===== config.mk =====
export PLATFORM = sky130hd
export DESIGN_NAME = shift_seq_unit
export DESIGN_NICKNAME = d
export VERILOG_FILES = /design/src/rtl/shift_seq_unit.sv
export SDC_FILE = /design/constraint.sdc
export NUM_CORES = 1
export LEC_CHECK = 0
export BUFFER_PORTS_ARGS = -buffer_cell sky130_fd_sc_hd__clkbuf_2
export CORE_UTILIZATION = 36
export DETAILED_ROUTE_END_ITERATION = 10
export SLEW_MARGIN = 10
export SYNTH_ARGS = -nofsm -noshare
export SYNTH_HDL_FRONTEND = slang
export SYNTH_SLANG_ARGS = --single-unit

===== constraint.sdc =====
create_clock -name Clock -period 3.6 [get_ports Clock]
set_input_delay 0.18 -clock Clock [delete_from_list [all_inputs] [get_ports Clock]]
set_output_delay 0.18 -clock Clock [all_outputs]
set_load 0.02 [all_outputs]

===== src/rtl/shift_seq_unit.sv =====
// Sequential shifter/rotator: captures an operand and amount, then shifts up to
// STEP positions per clock until the count is exhausted, pulsing Done at the end.
module shift_seq_unit #(
  parameter int WIDTH = 32,
  parameter int STEP  = 1
) (
  input  logic             Clock,
  input  logic             Clear,
  input  logic             Start,
  input  logic [2:0]       Mode,
  input  logic [WIDTH-1:0] A_In,
  input  logic [WIDTH-1:0] B_In,
  output logic [WIDTH-1:0] Result,
  output logic             Busy,
  output logic             Done,
  output logic             Carry,
  output logic             Zero
);
  localparam int SHAMT_W = $clog2(WIDTH);
  localparam logic [SHAMT_W-1:0] STEP_C  = SHAMT_W'(STEP);
  localparam logic [SHAMT_W-1:0] ONE_C   = SHAMT_W'(1);
  localparam logic [SHAMT_W:0]   WIDTH_C = (SHAMT_W+1)'(WIDTH);

  typedef enum logic [1:0] {IDLE, SHIFT, DONE} state_t;

  state_t             state_q, state_d;
  logic [WIDTH-1:0]   res_q, res_d;
  logic [SHAMT_W-1:0] cnt_q, cnt_d;
  logic [2:0]         mode_q, mode_d;
  logic               carry_q, carry_d;
  logic               zero_q, zero_d;

  logic [SHAMT_W-1:0] k;
  logic [SHAMT_W:0]   kx;
  logic [WIDTH-1:0]   rsh_last, lsh_last;
  logic               unused_b;

  assign unused_b = ^B_In[WIDTH-1:SHAMT_W];

  // Step size never overshoots the remaining count.
  assign k  = (cnt_q < STEP_C) ? cnt_q : STEP_C;
  assign kx = {1'b0, k};
  // Shifting by k-1 puts the last outgoing bit at the exit end.
  assign rsh_last = res_q >> (k - ONE_C);
  assign lsh_last = res_q << (k - ONE_C);

  always_comb begin
    state_d = state_q;
    res_d   = res_q;
    cnt_d   = cnt_q;
    mode_d  = mode_q;
    carry_d = carry_q;
    zero_d  = zero_q;
    case (state_q)
      IDLE: begin
        if (Start) begin
          res_d   = A_In;
          cnt_d   = B_In[SHAMT_W-1:0];
          mode_d  = Mode;
          carry_d = 1'b0;
          state_d = (cnt_d == '0) ? DONE : SHIFT;
        end
      end
      SHIFT: begin
        cnt_d = cnt_q - k;
        case (mode_q)
          3'b000: begin res_d = res_q >> k;                     carry_d = rsh_last[0];       end
          3'b001: begin res_d = $signed(res_q) >>> k;           carry_d = rsh_last[0];       end
          3'b010: begin res_d = res_q << k;                     carry_d = lsh_last[WIDTH-1]; end
          3'b011: begin res_d = (res_q >> k) | (res_q << (WIDTH_C - kx)); carry_d = rsh_last[0]; end
          3'b100: begin res_d = (res_q << k) | (res_q >> (WIDTH_C - kx)); carry_d = lsh_last[WIDTH-1]; end
          default: carry_d = 1'b0;
        endcase
        state_d = (cnt_d == '0) ? DONE : SHIFT;
      end
      DONE:    state_d = IDLE;
      default: state_d = IDLE;
    endcase
    // Zero is captured on entry to DONE so it is valid alongside the Done pulse.
    if (state_d == DONE) zero_d = (res_d == '0);
  end

  always_ff @(posedge Clock) begin
    if (Clear) begin
      state_q <= IDLE;
      res_q   <= '0;
      cnt_q   <= '0;
      mode_q  <= '0;
      carry_q <= 1'b0;
      zero_q  <= 1'b1;
    end else begin
      state_q <= state_d;
      res_q   <= res_d;
      cnt_q   <= cnt_d;
      mode_q  <= mode_d;
      carry_q <= carry_d;
      zero_q  <= zero_d;
    end
  end

  assign Result = res_q;
  assign Busy   = (state_q == SHIFT);
  assign Done   = (state_q == DONE);
  assign Carry  = carry_q;
  assign Zero   = zero_q;
endmodule

=== Word level (Yosys, flattened, before mapping) ===
Cells that the tools add are included.

* Add/sub/neg operators: 3
* Order comparisons: 1
* Eq/ne operators: 8
* Shift operators: 7
* Muxes and demuxes: 13
* Bitwise operators: 2
* Reductions and logical operators: 10

{| class="wikitable"
|+ Operator list
! cell !! count
|-
| case mux 32 bit (5 select lines) || 1
|-
| bitwise OR 32 bit || 2
|-
| case mux 32 bit (2 select lines) || 1
|-
| left shift 32 x 5 -> 32 bit || 2
|-
| zero test 32 bit || 1
|-
| two-way mux 32 bit || 1
|-
| left shift 32 x 6 -> 32 bit || 1
|-
| >> shifter 32 x 5 -> 1 bit || 1
|-
| >> shifter 32 x 5 -> 32 bit || 1
|-
| >> shifter 32 x 6 -> 32 bit || 1
|-
| >>> shifter 32 x 5 -> 32 bit || 1
|-
| zero test 5 bit || 2
|-
| two-way mux 5 bit || 2
|-
| case mux 5 bit (2 select lines) || 1
|-
| equality test 3 x 2 -> 1 bit, second input constant || 2
|-
| two-way mux 2 bit || 3
|-
| subtractor 6 x 5 -> 6 bit, first input constant || 1
|-
| less-than comparator 5 x 1 -> 1 bit, second input constant || 1
|-
| subtractor 5 x 1 -> 5 bit, second input constant || 1
|-
| subtractor 5 bit || 1
|-
| equality test 2 bit, second input constant || 2
|-
| case mux 1 bit (2 select lines) || 2
|-
| case mux 2 bit (2 select lines) || 1
|-
| AND reduction 2 bit || 2
|-
| other kinds (10) || 10
|}

* Flip-flop bits (word level): 44
* Output and inout port bits: 36
* Word-level logic and storage cells: 50

=== Logic depth before layout (Yosys ltp) ===
Gate-level depths: netlist of the first run.

* Depth in word-level cells: 8
* Mapped depth: 18
* Mapped depth without buffers: 12

=== Least setup slack after synthesis of the first run ===
OpenSTA, ideal clock, no wires.

* Kind: register -> register
* Start point: reg cnt_q[1]
* End point: reg zero_q, in the netlist Zero
* Library setup time: 69 ps
* Data arrival time: 3782 ps
* Setup slack: -251 ps
* Stages on the path, launching flop included: 18
* Period minus slack after synthesis: 3851 ps
* Cells stage by stage: dfxtp_1 > buf_6 > nor4_4 > nand2_4 > inv_1 > buf_2 > buf_2 > ha_1 > clkbuf_1 > buf_2 > buf_1 > mux2i_1 > o221ai_1 > a221oi_1 > nand4b_1 > nor4b_1 > nand4_1 > o21ai_1

* Longest elaborated chain between the ends: 8
* Elaborated cells on any way between the ends: 18

{| class="wikitable"
|+ Ends and longest elaborated chain
! item !! RTL line !! text
|-
| start, declared || 28 || <nowiki>logic [SHAMT_W-1:0] cnt_q, cnt_d;</nowiki>
|-
| start signal, assigned || 94 || <nowiki>cnt_q <= cnt_d;</nowiki>
|-
| less-than comparator 5 x 1 -> 1 bit || 41 || <nowiki>assign k = (cnt_q < STEP_C) ? cnt_q : STEP_C;</nowiki>
|-
| two-way mux 5 bit || 41 ||
|-
| subtractor 6 x 5 -> 6 bit || 70, 71 ||
|-
| >> shifter 32 x 6 -> 32 bit / left shift 32 x 6 -> 32 bit (equally long branches) || 71, 70 ||
|-
| bitwise OR 32 bit (on tied branches) || 71, 70 ||
|-
| case mux 32 bit (5 select lines) || 66 || <nowiki>case (mode_q)</nowiki>
|-
| case mux 32 bit (2 select lines) || 54 || <nowiki>case (state_q)</nowiki>
|-
| zero test 32 bit || 80 || <nowiki>if (state_d == DONE) zero_d = (res_d == '0);</nowiki>
|-
| end signal, assigned || 97 || <nowiki>zero_q <= zero_d;</nowiki>
|-
| end, declared || 31 || <nowiki>logic zero_q, zero_d;</nowiki>
|}

Parallel ways exist; a longest one is shown, timed or not.
A chain may end at the register's enable or synchronous reset.

=== Worst setup path after layout of the first run ===
Same ends and word-level chain as after synthesis.

==> flow_summary.json, run 1 <==
{
  "crit_path_cell_trace": "nor4_4 > nand2_4 > inv_1 > ha_4 > buf_4 > mux2_2 > a21oi_1 > o32ai_1 > a32oi_1 > a31oi_1 > nor4b_1 > buf_4 > nand4_1 > o21ai_1",
  "wire_per_inst_um": 25.96,
  "drc": 0,
  "rsz0062_at_grt": "no",
  "grt_pass1_vias": 5394,
  "drtIter0Drc": 591,
  "power_density_mw_per_mm2": 535.3,
  "min-delay-start": "Mode[2]",
  "worstReg2RegEnd": "Zero",
  "async_flop_share": 0,
  "min_to": "mode_q[2]",
  "slowest_delay_ps": 550,
  "initial_core_util": 0.3712,
  "clock-root-buffer": "clkbuf_16",
  "synth-main-ff-cell": "dfxtp_1",
  "drive_gt1_frac": 0.2518,
  "die_w_um": 113.5,
  "worst-path-max-fanout": 12,
  "cp-end-kind": "flip-flop",
  "hold_viol_final": 0,
  "status": "finished, final reports clean",
  "syn_area_per_cell_um2": 7.315,
  "finalClockSkew_ps": 6.013,
  "core-area_mm2": 0.01206,
  "cpLargestDelayFamily": "compound AO/OA/AOI/OAI gates",
  "tritoncts": "built",
  "htreeDepth": 2,
  "reg2reg_from": "cnt_q[1]",
  "antenna_left": 0,
  "tns_ps": 0,
  "hpwl_um": 15860,
  "holdCritPathClass": "in -> reg",
  "drv_cap": 0,
  "dr_total_vias": 5599,
  "start_kind": "flip-flop",
  "max_freq_mhz": 294.7,
  "crit_type": "reg -> reg",
  "drt_pass1_iterations": 5,
  "cp_slowest_cell": "dfxtp_1",
  "clk_pin_slew_ps": 70,
  "numCtsBuffers": 5,
  "cts_sinks": 44,
  "area_growth_pct": 21.13,
  "p_leak_uw": 0.002185,
  "yosysSeqAreaShare": 0.1968,
  "cts_buffer_depth": 2,
  "required_ps": 3840,
  "grt_pass1_wl_um": 33040,
  "avgViaCountPerCell": 6.610,
  "rows": 40,
  "pin_count": 106,
  "critPathArrivalTime_ps": 3630,
  "finalCritPeriodShare": 0.9425,
  "worst_pin_slew_ps": 1005,
  "synth_nets": 684,
  "vdd_ir_drop_max_uv": 193.0,
  "layout.nets": 750,
  "synth-seq-cells": 44,
  "mappedNetlistArea_mm2": 0.004477,
  "wirelength_um": 21990,
  "ff2ff_path_depth": 14,
  "grt_usage": 0.3471,
  "timing.hold.ws_ps": 102.5,
  "whs_path_depth": 3,
  "place_congestion": 0.9756,
  "finalSetupViolCount": 0,
  "finalCriticalPeriod_ps": 3393,
  "rrSetupSlack_ps": 210,
  "overflow": 0,
  "antenna_cells": 0,
  "die_area_mm2": 0.01289,
  "die_h_um": 113.5,
  "syn_inst": 612,
  "relSlewSlack": 0.3302,
  "slew_violations": 0,
  "portBuffers": 78,
  "ys_types": 77,
  "antenna_found_initial": 0,
  "grt_max_degree": 45,
  "synth_edf_count": 0,
  "crit_top_cell": "buf_4",
  "cp_num_buf_inv": 3,
  "synth.yosys.warnings": 0,
  "clk_latency_ps": 310
}
[power breakdown]
group	leakage (uW)	internal, uW	switching (uW)	total (uW)
combinational	0.00173	638	926	1560
clock	0.0000901	366	219	586
sequential	0.000362	552	201	753
total	0.00218	1560	1350	2900
[per-stage QoR]
| step | utilization | std cells | power (uW) | cell area [um2] | setup WS, ps |
|---|---|---|---|---|---|
| 6_report | 0.4496 | 847 | 2903 | 5423 | 206.8 |
| 5_1_grt | 0.4496 | 847 | 3038 | 5423 | 23.04 |
| 4_1_cts | 0.4484 | 847 | 2848 | 5409 | 62.79 |
| 3_5_place_dp | 0.4333 | 839 | 2260 | 5226 | 86.80 |
| 3_3_place_gp | 0.4333 | 839 | 2253 | 5226 | 256.0 |
| 2_1_floorplan | - | 612 | 1690 | 4492 | 20.46 |
[cells in the final DEF, fill, tap and decap left out, drive strengths merged, types with 4 or more instances in the layout]
cell	instances
a211oi	9
a21oi	35
a221o	5
a221oi	12
a22o	9
a22oi	16
a311oi	4
a31oi	12
buf	55
clkbuf	85
dfxtp	44
inv	15
mux2	8
mux2i	31
mux4	8
nand2	34
nand2b	8
nand3	13
nand4	5
nor2	69
nor2b	19
nor3	11
nor4	7
o211ai	10
o21ai	44
o221ai	10
o22a	6
o22ai	15
o31ai	4
o32ai	4
or3	6
[cells in the mapped netlist, types with 11 or more instances]
cell,number,area share
clkbuf_1,58,0.049
a31oi_1,12,0.017
o22ai_1,15,0.021
o21ai_0,41,0.046
dfxtp_1,44,0.20
nand3_1,13,0.015
nor2b_1,19,0.027
nor3_1,11,0.012
nor2_1,69,0.058
inv_1,15,0.013
nand2_1,33,0.028
mux2i_1,31,0.069
a22oi_1,16,0.027
a21oi_1,35,0.039
a221oi_1,12,0.023
buf_1,11,0.0092
[tightest hold or removal path: stages]
cell      delay (ps)
clkbuf_2          80
a21oi_1           50
nor2_1            70
[layout make-up]
class / count / area, um2
Clock buffer: 7 / 152.6
Sequential cell: 44 / 880.8
Clock inverter: 1 / 30.03
Timing Repair Buffer: 133 / 815.8
Multi-Input combinational cell: 478 / 3273
Tap cell: 168 / 210.2
Fill cell: 1270 / 6639
Inverter: 16 / 60.06
[sequential cells by signal, summed over array words and instances, names as in the netlist]
signal	flops
mode_q	3
Carry	1
cnt_q	5
Result	32
state_q	2
Zero	1
[repair_timing]
action | in CTS | in global routing
buffers inserted | 0 | 0
hold buffers | 0 | 0
endpoints found under the setup margin | 0 | 1
gates resized for setup | 0 | 2
[metal layers]
metal	global-route usage	vias to the layer above	share of wire
met5	0	-	0
met4	0.1640	0	0.037
met3	0.07917	64	0.11
met2	0.5207	384	0.43
met1	0.4697	2672	0.43
li1	-	2479	-
[logic make-up after synthesis]
group / count (synthesis) / share of synthesized area
xor gates and xnor gates: 2 / 0.003914
AOI/OAI and AO/OA: 229 / 0.3594
and+or+nand+nor: 197 / 0.2255
DFF: 44 / 0.1968
adders and majority gates: 2 / 0.005589
buffers and inverters: 90 / 0.07825
muxes: 47 / 0.1297
other: 1 / 0.0008377
[worst max path at each step]
stage	startpoint	endpoint	cells after the start
after CTS	cnt_q[1]	Zero	13
after detailed placement	cnt_q[1]	Zero	13
after global routing	cnt_q[2]	Zero	10
after global placement	cnt_q[1]	Zero	13
final	cnt_q[1]	Zero	14
after floorplan	cnt_q[2]	Zero	17
(Power assumes the default switching activity.)
==> run 2: changes to the inputs <==
CTS_BUF_LIST = sky130_fd_sc_hd__clkbuf_4 sky130_fd_sc_hd__clkbuf_8   (was default)
==> run 2 against run 1 <==
Against the previous run: power decreased by 4.8%; register-to-register slack about the same; wire length hardly changed; cell count did not move; clock skew up 1.5 ps; largest cell class unchanged.
==> flow_summary.json, run 2 (synthesis gave the netlist of run 1 again) <==
{
  "status": "finished, final reports clean",
  "mostFrequentLayoutCells": "78 x clkbuf_2, 69 x nor2_1, 54 x buf_4",
  "htreeDepth": 2,
  "largest_reg_flops": 32,
  "drv_cap": 0,
  "drc": 0,
  "finalSetupViolCount": 0,
  "cp-end-kind": "flip-flop",
  "slew_violations": 0,
  "cts_sinks": 44,
  "die_area_mm2": 0.01289,
  "drt_pass1_iterations": 5,
  "fin_area_mm2": 0.005366,
  "post-route-util": 0.4449,
  "overflow": 0,
  "layout.nets": 750,
  "p_leak_uw": 0.002159,
  "layout.cells.non_filler": 847,
  "die_w_um": 113.5,
  "tritoncts": "built",
  "finalCriticalPeriod_ps": 3390,
  "start_kind": "flip-flop",
  "initial_core_util": 0.3712,
  "pin_count": 106,
  "drtIter0Drc": 590,
  "postCtsHoldBufs": 0,
  "antenna_cells": 0,
  "power_density_mw_per_mm2": 514.9,
  "timing.hold.ws_ps": 81.81,
  "clk_latency_ps": 330,
  "die_h_um": 113.5,
  "wirelength_um": 22000,
  "grt_pass1_wl_um": 33190,
  "grt_pass1_vias": 5417,
  "grt_max_degree": 45,
  "finalClockSkew_ps": 7.548,
  "crit_type": "reg -> reg",
  "finalCritPeriodShare": 0.9417,
  "rows": 40,
  "numCtsBuffers": 5,
  "worst_pin_slew_ps": 1008,
  "critPathArrivalTime_ps": 3650,
  "holdCritPathClass": "in -> reg",
  "relSlewSlack": 0.3282,
  "portBuffers": 78,
  "placed_cells": 839,
  "wire_per_inst_um": 25.97,
  "rsz0062_at_grt": "no",
  "cts_buffer_depth": 2,
  "grt_usage": 0.3471,
  "final_common_cell": "clkbuf_2",
  "place_congestion": 0.9756,
  "area_growth_pct": 19.87,
  "required_ps": 3860,
  "clock-root-buffer": "clkbuf_8",
  "drive_gt1_frac": 0.2518,
  "avgViaCountPerCell": 6.694,
  "post_dp_cell_area_mm2": 0.005226,
  "worst-path-max-fanout": 12,
  "hpwl_um": 15860,
  "core-area_mm2": 0.01206,
  "clk_pin_slew_ps": 90,
  "antenna_left": 0,
  "vdd_ir_drop_max_uv": 218.5,
  "dr_total_vias": 5670,
  "tns_ps": 0,
  "max_freq_mhz": 295.0,
  "hold_viol_final": 0,
  "antenna_found_initial": 0
}
-- run 2: cell counts in the layout (fill, tap and decap cells not counted) --
Identical to the previous run, type by type.
-- run 2: worst paths after layout --
kind                  from         to  slack (ps)  cells past startpoint
setup reg to reg  cnt_q[1]       Zero         210                     14
setup / recovery  cnt_q[1]       Zero         210                     14
hold / removal     Mode[2]  mode_q[2]          80                      3
hold reg to reg       Zero       Zero         520                      2
-- run 2: layer usage --
layer  vias up  routed length, um  GRT usage
met5         -                  0          0
met4         0                893     0.1728
met3        71               2103    0.07705
met2       373               9425     0.5085
met1      2746               9576     0.4775
li1       2480                  -          -
-- run 2: area by class of cell --
cell class                      instances  area [um2]
Clock buffer                            7       96.34
Clock inverter                          1       30.03
Fill cell                            1280        6695
Inverter                               16       60.06
Multi-Input combinational cell        478        3273
Sequential cell                        44       880.8
Tap cell                              168       210.2
Timing Repair Buffer                  133       815.8
-- run 2: metrics by stage --
| stage | power [uW] | worst slack, ps |
|---|---|---|
| after global placement | 2253 | 256.0 |
| after floorplan | 1690 | 20.46 |
| after global routing | 2899 | 18.56 |
| final | 2763 | 209.8 |
| after CTS | 2708 | 56.37 |
| after detailed placement | 2260 | 86.80 |
-- run 2: worst max-delay path, stage by stage, from the launching register on --
cell     delay, ps
dfxtp_1        550
nor4_4         100
nand2_4         80
inv_1           80
ha_4           420
buf_4          230
mux2_2         340
a21oi_1        170
o32ai_1        110
a32oi_1        190
a31oi_1        130
nor4b_1        430
buf_4          210
nand4_1        120
o21ai_1        160
-- run 2: repair_timing --
action	4_1_cts	5_1_grt
gates resized for setup	0	2
endpoints found under the setup margin	0	1
buffers inserted	0	0
-- run 2: power breakdown --
group	switching (uW)	internal, uW	total (uW)
logic	929	638	1570
registers	200	552	752
clock network	198	245	444
total	1330	1440	2760
==> run 3: changes to the inputs <==
CORE_ASPECT_RATIO = 1.4   (was default)
CTS_BUF_LIST = sky130_fd_sc_hd__clkbuf_8   (was sky130_fd_sc_hd__clkbuf_4 sky130_fd_sc_hd__clkbuf_8)
MAX_ROUTING_LAYER = met4   (was default)
==> run 3 against run 2 <==
Against the previous run: non-clock buffer count increased by 18; core utilization increased by 0.88 points; largest cell class unchanged; sequential share of layout area decreased by 0.21 points; fmax decreased by 1.5%; sequential power increased by 1%; critical path type unchanged; global-route usage increased by 3.3 points; power decreased by 1.2%.
==> flow_summary.json, run 3 (synthesis gave the netlist of run 1 again) <==
{
  "status": "finished, final reports clean",
  "hold_viol_final": 0,
  "cts_sinks": 44,
  "grt_usage": 0.3802,
  "grt_pass1_vias": 5460,
  "antenna_left": 0,
  "dr_total_vias": 5789,
  "crit_type": "reg -> reg",
  "slew_violations": 0,
  "cp_slowest_cell": "a2111oi_0",
  "cp_num_buf_inv": 2,
  "vdd_ir_drop_max_uv": 249.7,
  "clk_pin_slew_ps": 90,
  "layout.nets": 768,
  "finalCritPeriodShare": 0.9562,
  "clk_latency_ps": 320,
  "required_ps": 3850,
  "rows": 47,
  "finalCriticalPeriod_ps": 3442,
  "place_congestion": 0.9609,
  "finalSetupViolCount": 0,
  "rrSetupSlack_ps": 160,
  "max_freq_mhz": 290.5,
  "largest_reg_flops": 32,
  "ff2ff_path_depth": 13,
  "pin_count": 106,
  "drt_pass1_iterations": 6,
  "clock-root-buffer": "clkbuf_8",
  "critPathArrivalTime_ps": 3690,
  "min_to": "mode_q[2]",
  "antenna_found_initial": 0,
  "htreeDepth": 2,
  "grt_max_degree": 45,
  "drc": 0,
  "whs_path_depth": 3,
  "relSlewSlack": 0.3197,
  "timing.hold.ws_ps": 85.15,
  "core-area_mm2": 0.01200,
  "crit_path_cell_trace": "nor4_4 > nand2_4 > inv_1 > ha_2 > buf_4 > mux2i_1 > o32ai_1 > a2111oi_0 > o21ai_0 > nand3b_1 > nor4b_2 > nand4_1 > o21ai_1",
  "start_kind": "flip-flop",
  "drv_cap": 0,
  "holdCritPathClass": "in -> reg",
  "hpwl_um": 16880,
  "layout_setup_ws_ps": 157.7,
  "overflow": 0,
  "die_h_um": 133.9,
  "mostFrequentLayoutCells": "78 x clkbuf_2, 73 x buf_4, 69 x nor2_1",
  "tritoncts": "built",
  "antenna_cells": 0,
  "placed_cells": 836,
  "p_leak_uw": 0.002237,
  "drtIter0Drc": 632,
  "die_w_um": 96.25,
  "area_growth_pct": 21.58,
  "die_area_mm2": 0.01289,
  "cts_buffer_depth": 2,
  "cpLargestDelayFamily": "simple AND/OR/NAND/NOR gates",
  "numCtsBuffers": 5,
  "slowest_delay_ps": 430,
  "initial_core_util": 0.3732,
  "drive_gt1_frac": 0.2755,
  "pre_cts_slack_ps": -21.65,
  "post_cts_buffers": 0,
  "wire_per_inst_um": 27.88,
  "layout.cells.non_filler": 844,
  "worst_pin_slew_ps": 1020,
  "worst-path-max-fanout": 14,
  "grt_pass1_wl_um": 34420,
  "wirelength_um": 23530,
  "reg2reg_from": "cnt_q[3]",
  "portBuffers": 78,
  "finalClockSkew_ps": 11.21,
  "min-delay-start": "Mode[2]",
  "avgViaCountPerCell": 6.859,
  "final_common_cell": "clkbuf_2",
  "power_density_mw_per_mm2": 501.8,
  "rsz0062_at_grt": "no",
  "cp-end-kind": "flip-flop",
  "worstReg2RegEnd": "Zero"
}
run 3: cell types whose count changed in the layout (fill, tap and decap cells not counted), moves of 2 or more:
cell	before	now
nor4b_1	2	0
inv_1	15	17
buf_4	54	73
nor4b_2	0	2
run 3: tightest hold or removal path: stages:
cell      delay, ps
clkbuf_2         70
a21oi_1          50
nor2_1           70
run 3: area by class of cell:
| cell class | count | area (um2) |
|---|---|---|
| inverter | 16 | 60.06 |
| fill | 1288 | 6554 |
| sequential | 44 | 882.1 |
| timing repair buffer | 151 | 938.4 |
| tap | 147 | 183.9 |
| clock buffer | 6 | 82.58 |
| clock inverter | 2 | 7.507 |
| multi-input combinational | 478 | 3288 |
run 3: stage by stage:
step	util	total power (uW)	area [um2]	setup TNS, ps
CTS	0.4520	2684	5423	0
detailed placement	0.4437	2325	5323	-21.65
global placement	0.4437	2315	5323	-18.68
finish	0.4537	2731	5443	0
global route	0.4537	2857	5443	0
floorplan	-	1690	4492	0
run 3: power breakdown:
part / internal [uW] / switching [uW]
Combinational: 667 / 957
Clock: 152 / 195
Sequential: 552 / 208
Total: 1370 / 1360
run 3: worst max path at each step:
stage               cells after the start  endpoint      start  slack (ps)
detailed placement                      8      Zero  mode_q[0]         -20
finish                                 13      Zero   cnt_q[3]         160
global placement                        8      Zero  mode_q[0]         -20
CTS                                    14      Zero   cnt_q[4]         130
global route                           14      Zero   cnt_q[3]          40
floorplan                              17      Zero   cnt_q[2]          20
run 3: layer usage:
layer,GRT usage,wire (um)
met3,0.05612,2153
met5,-,0
met1,0.4766,9157
met2,0.5654,10720
met4,0.2347,1498
run 3: what timing repair did:
item	in CTS	in global routing
setup endpoints to repair	1	1
hold buffers	0	0
resized for setup	2	4
pin swaps	0	3
